<file path="src/rtl/lsu_align_splitter.sv">
// ---------------------------------------------------------------------------
// lsu_align_splitter
//
// Memory-stage front end sitting between the EX/MEM pipeline register and the
// data memory. Naturally aligned loads/stores are forwarded unchanged in the
// same cycle. Misaligned halfword/word accesses, plus every LHU and SH, are
// broken into sequential byte accesses (LBU for loads, SB for stores). Load
// bytes are reassembled little-endian and sign/zero extended. The pipeline is
// stalled until the final byte is issued.
//
// Downstream memory only ever sees Funct3 000, 001 (aligned LH), 010 and 100.
//
// Optional build macro: LSU_MISALIGN_TRAP_EN
//   When defined, the misalign_exc output is added. An access that would
//   otherwise split because it is misaligned raises misalign_exc for one cycle
//   and issues no memory access. Aligned LHU/SH still split into two bytes.
//
// Ports:
//   clk, reset_n        clock, synchronous active-low reset
//   MemRead, MemWrite   request from EX/MEM (both high = load)
//   addr, wd, Funct3    byte address, store data, access size/sign
//   stall               holds IF/ID/EX/MEM while high
//   load_data/load_done extended load result and its valid strobe
//   dm_MemRead, dm_MemWrite, dm_a, dm_wd, dm_Funct3   data memory request
//   dm_rd               data memory read data, valid in the request cycle
//   misalign_exc        misalignment trap strobe (macro builds only)
// ---------------------------------------------------------------------------
module lsu_align_splitter #(
    parameter int DM_ADDRESS = 9,
    parameter int DATA_W     = 32
) (
    input  logic                  clk,
    input  logic                  reset_n,
    input  logic                  MemRead,
    input  logic                  MemWrite,
    input  logic [DATA_W-1:0]     addr,
    input  logic [DATA_W-1:0]     wd,
    input  logic [2:0]            Funct3,
    output logic                  stall,
    output logic [DATA_W-1:0]     load_data,
    output logic                  load_done,
    output logic                  dm_MemRead,
    output logic                  dm_MemWrite,
    output logic [DM_ADDRESS-1:0] dm_a,
    output logic [DATA_W-1:0]     dm_wd,
    output logic [2:0]            dm_Funct3,
`ifdef LSU_MISALIGN_TRAP_EN
    output logic                  misalign_exc,
`endif
    input  logic [DATA_W-1:0]     dm_rd
);

    localparam logic [0:0] IDLE  = 1'b0;
    localparam logic [0:0] SPLIT = 1'b1;

    logic [0:0]            state;
    logic [1:0]            count;
    logic [7:0]            byte0, byte1, byte2;
    logic                  lat_load;
    logic [2:0]            lat_f3;
    logic [DM_ADDRESS-1:0] lat_a;
    logic [DATA_W-1:0]     lat_wd;

    logic [DM_ADDRESS-1:0] a;
    logic                  is_load, is_store;
    logic                  pass, split, start_split;
    logic [1:0]            last_k;
    logic                  last_byte;
    logic [7:0]            wd_lane;
    logic                  unused_addr_hi;

    assign a              = addr[DM_ADDRESS-1:0];
    assign unused_addr_hi = ^addr[DATA_W-1:DM_ADDRESS];
    assign is_load        = MemRead;
    assign is_store       = MemWrite & ~MemRead;

    // Decide whether an incoming request can go straight through or must be
    // broken into bytes. Unsupported Funct3 codes fall out as neither.
    always_comb begin
        pass  = 1'b0;
        split = 1'b0;
        if (is_load) begin
            case (Funct3)
                3'b000, 3'b100: pass = 1'b1;
                3'b001:         if (a[0]) split = 1'b1; else pass = 1'b1;
                3'b010:         if (a[1:0] != 2'b00) split = 1'b1; else pass = 1'b1;
                3'b101:         split = 1'b1;
                default:        ;
            endcase
        end else if (is_store) begin
            case (Funct3)
                3'b000:  pass = 1'b1;
                3'b001:  split = 1'b1;
                3'b010:  if (a[1:0] != 2'b00) split = 1'b1; else pass = 1'b1;
                default: ;
            endcase
        end
    end

`ifdef LSU_MISALIGN_TRAP_EN
    // Only genuinely misaligned splits trap; aligned LHU/SH keep splitting.
    logic trap_hit;
    assign trap_hit    = split & ((Funct3 == 3'b010) | a[0]);
    assign start_split = split & ~trap_hit;
`else
    assign start_split = split;
`endif

    assign last_k    = (lat_f3 == 3'b010) ? 2'd3 : 2'd1;
    assign last_byte = (count == last_k);

    // Select the store byte lane matching the byte currently being issued.
    always_comb begin
        case (count)
            2'd0:    wd_lane = lat_wd[7:0];
            2'd1:    wd_lane = lat_wd[15:8];
            2'd2:    wd_lane = lat_wd[23:16];
            default: wd_lane = lat_wd[31:24];
        endcase
    end

    // Output decode. Everything is forced low while reset is held so an
    // aborted split cannot issue another byte or report a result.
    always_comb begin
        stall       = 1'b0;
        load_data   = '0;
        load_done   = 1'b0;
        dm_MemRead  = 1'b0;
        dm_MemWrite = 1'b0;
        dm_a        = '0;
        dm_wd       = '0;
        dm_Funct3   = 3'b000;
`ifdef LSU_MISALIGN_TRAP_EN
        misalign_exc = 1'b0;
`endif
        if (reset_n) begin
            if (state == IDLE) begin
                if (pass) begin
                    dm_MemRead  = is_load;
                    dm_MemWrite = is_store;
                    dm_a        = a;
                    dm_wd       = wd;
                    dm_Funct3   = Funct3;
                    load_done   = is_load;
                    load_data   = is_load ? dm_rd : '0;
                end else if (start_split) begin
                    stall       = 1'b1;
                    dm_MemRead  = is_load;
                    dm_MemWrite = is_store;
                    dm_a        = a;
                    dm_wd       = {24'b0, wd[7:0]};
                    dm_Funct3   = is_load ? 3'b100 : 3'b000;
                end
`ifdef LSU_MISALIGN_TRAP_EN
                misalign_exc = trap_hit;
`endif
            end else begin
                stall       = ~last_byte;
                dm_MemRead  = lat_load;
                dm_MemWrite = ~lat_load;
                dm_a        = lat_a + {{(DM_ADDRESS-2){1'b0}}, count};
                dm_wd       = {24'b0, wd_lane};
                dm_Funct3   = lat_load ? 3'b100 : 3'b000;
                if (lat_load && last_byte) begin
                    load_done = 1'b1;
                    case (lat_f3)
                        3'b001:  load_data = {{16{dm_rd[7]}}, dm_rd[7:0], byte0};
                        3'b101:  load_data = {16'b0, dm_rd[7:0], byte0};
                        default: load_data = {dm_rd[7:0], byte2, byte1, byte0};
                    endcase
                end
            end
        end
    end

    // Split sequencer: latch the request on entry, capture one read byte per
    // cycle, and fall back to IDLE once the last byte has been issued. The
    // final byte is taken live from dm_rd, so only bytes 0..2 are stored.
    always_ff @(posedge clk) begin
        if (!reset_n) begin
            state    <= IDLE;
            count    <= 2'd0;
            byte0    <= 8'd0;
            byte1    <= 8'd0;
            byte2    <= 8'd0;
            lat_load <= 1'b0;
            lat_f3   <= 3'b000;
            lat_a    <= '0;
            lat_wd   <= '0;
        end else begin
            case (state)
                IDLE: begin
                    if (start_split) begin
                        state    <= SPLIT;
                        count    <= 2'd1;
                        byte0    <= dm_rd[7:0];
                        lat_load <= is_load;
                        lat_f3   <= Funct3;
                        lat_a    <= a;
                        lat_wd   <= wd;
                    end
                end
                SPLIT: begin
                    if (count == 2'd1) byte1 <= dm_rd[7:0];
                    if (count == 2'd2) byte2 <= dm_rd[7:0];
                    if (last_byte) begin
                        state <= IDLE;
                        count <= 2'd0;
                    end else begin
                        count <= count + 2'd1;
                    end
                end
                default: state <= IDLE;
            endcase
        end
    end

endmodule

</file>
<file path="config.mk">
export PLATFORM = sky130hd
export DESIGN_NAME = lsu_align_splitter
export DESIGN_NICKNAME = d
export VERILOG_FILES = /design/src/rtl/lsu_align_splitter.sv
export SDC_FILE = /design/constraint.sdc
export NUM_CORES = 1
export LEC_CHECK = 0
export BUFFER_PORTS_ARGS = -buffer_cell sky130_fd_sc_hd__buf_2
export CAP_MARGIN = 20
export CELL_PAD_IN_SITES_DETAIL_PLACEMENT = 2
export CELL_PAD_IN_SITES_GLOBAL_PLACEMENT = 2
export CORE_UTILIZATION = 30
export DETAILED_ROUTE_END_ITERATION = 10
export PLACE_DENSITY = 0.95
export SYNTH_ARGS = -nofsm -noshare
export SYNTH_HDL_FRONTEND = slang
export SYNTH_SLANG_ARGS = --single-unit
</file>
<file path="constraint.sdc">
create_clock -name clk -period 4 [get_ports clk]
set_input_delay 0.8 -clock clk [delete_from_list [all_inputs] [get_ports clk]]
set_output_delay 0.8 -clock clk [all_outputs]
set_load 0.03 [all_outputs]
</file>
==> run metrics <==
run status=finished clean; number of H-tree levels=3; total track usage=between 20 and 25%; actual transition at the worst max-transition pin=985 ps; first-pass GRT wire length=28000 um; launching element type of the critical path=register; clock period minus worst slack=~3400 ps; Slew Limit Fails=0; Gate power share=about 25%; Fin Setup TNS=0 ps; clock edge transition at the registers on the reported setup and hold paths=about 60 ps; most frequently used flop master after synthesis=dfxtp_1; r2r startpoint=state; Critical Path RT=around 3200 ps; share of final-layout standard cells stronger than drive strength 1=27.0%; Clock Sink Count=just over 70; standard cell core area=~0.016 mm^2; power dissipated by switching net loads=718 uW; remaining number of nets flagged by the antenna check after routing=0; setup fix buffers added after clock tree synthesis=0; number of distinct library cells after synthesis=between 50 and 60; dominant cell by count in the synthesized netlist=nand2_1; worst setup path end=dm_a[4]; crit-path max FO=7; total iterations of the first detailed-routing run=7; unrepaired setup endpoints after global routing=false; count of flip-flops with a built-in enable after synthesis=0; highest clock frequency the design can meet=295 MHz; Worst Skew=~6.2 ps; type of destination of the critical path=output pin; DR iter-0 viols=263; Critical Path Start=count[0]; clk buf depth=2; share of power burned in the clock network=around 37%; static leakage=~0.0025 uW; total via count after detailed routing=4940; number of nets produced by synthesis=approximately 700; final instance area=roughly 0.006 mm^2; quantity of gates resized following cts=0; number of diodes=0; cell types occupying the most area after synthesis=dfxtp_1 (30%), mux2i_1 (14%), nand2_1 (10%); share of total power consumed by net switching=roughly 34%; synthesized cell area=between 0.004 and 0.005 mm^2; critical register-to-register path endpoint=lat_wd[2]; Mapped Avg Cell Area=a little over 8 um^2; top-area cell type share of the netlist area=29.6%; die area=0.0167 mm^2; start point of the worst hold path=byte0[1]; global route total overflow=0; drt total wl=between 15000 and 20000 um; sequential power share=a little under two fifths; power per cell area=approximately 350 mW/mm^2; effective utilization at floorplan=between 30% and 40%; die width=129 um; flip-flop and latch count after synthesis=72; placed instance area=0.00571 mm^2; Die Y-Extent=129 um; DRC violation count after routing=0; data arrival time at the worst-slack endpoint=~2600 ps; Slew HR=between 30% and 40%; worst slack at placement=roughly 620 ps; top cells by count, synth=nand2_1 (131), dfxtp_1 (72), mux2i_1 (69), clkbuf_1 (42), nor3b_1 (28); insertion delay to the later sink of the worst-skew pair=around 350 ps; register area share after synthesis=29.6%; Syn Inst Count=a little under 600; hold buffer count at cts=0; number of global-route vias before repair=about 5300; final weighted congestion in routability-driven placement=0.747; Std-Cell Rows=46; synth-to-layout area growth=23.1%; proportion of register bits with asynchronous set or reset after synthesis=0%; DPL Wire Length=12500 um; Top Ports=about 180; design internal power=between 1000 and 1500 uW; Crit Path Class=reg2out; worst setup slack for register-to-register paths=1690 ps; post-layout net count=between 800 and 900; Tightest Hold Check Type=reg2reg; Clock Tree Root=clkbuf_16; final worst-path cycle share=84.8%; post-detailed-route wirelength per cell=between 15 and 20 um; CTS buffer count=9; routed vias/inst=about 5.3; largest area contributor in the synthesized netlist=dfxtp_1; total of warnings raised by yosys=0; number of antenna violations at the first check in global routing=0; largest net degree at the start of global routing=83; Worst IR Drop VDD=0.000255 V; # port buffers=approximately 160; final count of hold timing violations=0; worst r2r path cells=4; final setup violation count=0; number of maximum-capacitance constraint violations=0; minimum setup slack in the final design=608 ps; clock tree from TritonCTS=done
==> metal layers <==
layer / vias to the layer above / global-route usage [%] / part of all wire [%]
met5: - / 0 / 0
met4: 0 / 7.75 / 1.8
met3: 18 / 3.80 / 4.5
met2: 124 / 40.0 / 52
met1: 2457 / 24.9 / 41
li1: 2341 / - / -
==> sequential cells by signal (all words and copies together), names as in the netlist <==
register	cells
byte1	8
lat_a	9
byte0	8
lat_load	1
state	1
count	2
byte2	8
lat_wd	32
lat_f3	3
==> how the worst min path moves through the flow <==
stage                 end  depth (start not counted)
2_1_floorplan   lat_wd[0]                          2
3_3_place_gp    lat_wd[6]                          2
3_5_place_dp   lat_wd[23]                          2
4_1_cts          byte0[1]                          2
5_1_grt        lat_wd[23]                          2
6_report         byte0[1]                          2
==> cell type report <==
type                    count  area (um^2)
clock inverters             7         55.1
inverters                   8         30.0
flip-flops and latches     72         1440
clock buffers               9          225
multi-input cells         454         3100
fillers                  1842         9840
repair buffers            168          866
well taps                 216          270
==> worst max-delay path, cell delays in order, from the launching register on <==
cell,delay [ps]
dfxtp_1,530
ha_1,290
inv_1,80
fa_1,450
nor2b_1,220
nand2_1,120
xor2_1,170
o2bb2ai_1,160
buf_2,230
==> power groups by stage <==
stage          Sequential [uW]  Clock (uW)  Combinational, uW
4_1_cts                    790         807                523
6_report                   790         779                517
5_1_grt                    795         830                561
2_1_floorplan              792           0                372
3_3_place_gp               801           0                497
3_5_place_dp               806           0                517
==> kinds of logic after synthesis <==
logic type               share of synthesized area (%)
AO/OA/AOI/OAI                                     15.2
adder cells (fa/ha/maj)                           1.96
flip-flops                                        29.6
AND/OR/NAND/NOR                                   30.3
multiplexers                                      14.2
buffers and inverters                             7.23
XOR/XNOR                                          1.44
==> cell usage in the layout (no fill, tap or decap), drive strengths merged, types with 4 or more instances in the layout <==
cell,instances
nor2,17
nand3,16
nand2b,17
xor2,4
nor2b,17
clkbuf,9
a31oi,16
ha,6
o2bb2ai,16
nand2,131
mux2i,69
nor4bb,11
a21boi,17
clkinv,4
a21oi,20
nor3b,28
a222oi,8
buf,168
nor4b,23
o21a,4
and2,4
inv,9
dfxtp,72
xnor2,4
==> per-stage QoR <==
step / total power [uW] / utilization, % / std cells / hold WS (ps)
2_1_floorplan: 1160 / - / 592 / 434
3_3_place_gp: 1300 / 36.1 / 918 / 442
3_5_place_dp: 1320 / 36.1 / 918 / 454
4_1_cts: 2120 / 37.8 / 934 / 464
5_1_grt: 2190 / 37.8 / 934 / 492
6_report: 2090 / 37.8 / 934 / 461
No activity file was read; power rests on OpenSTA's default activity.
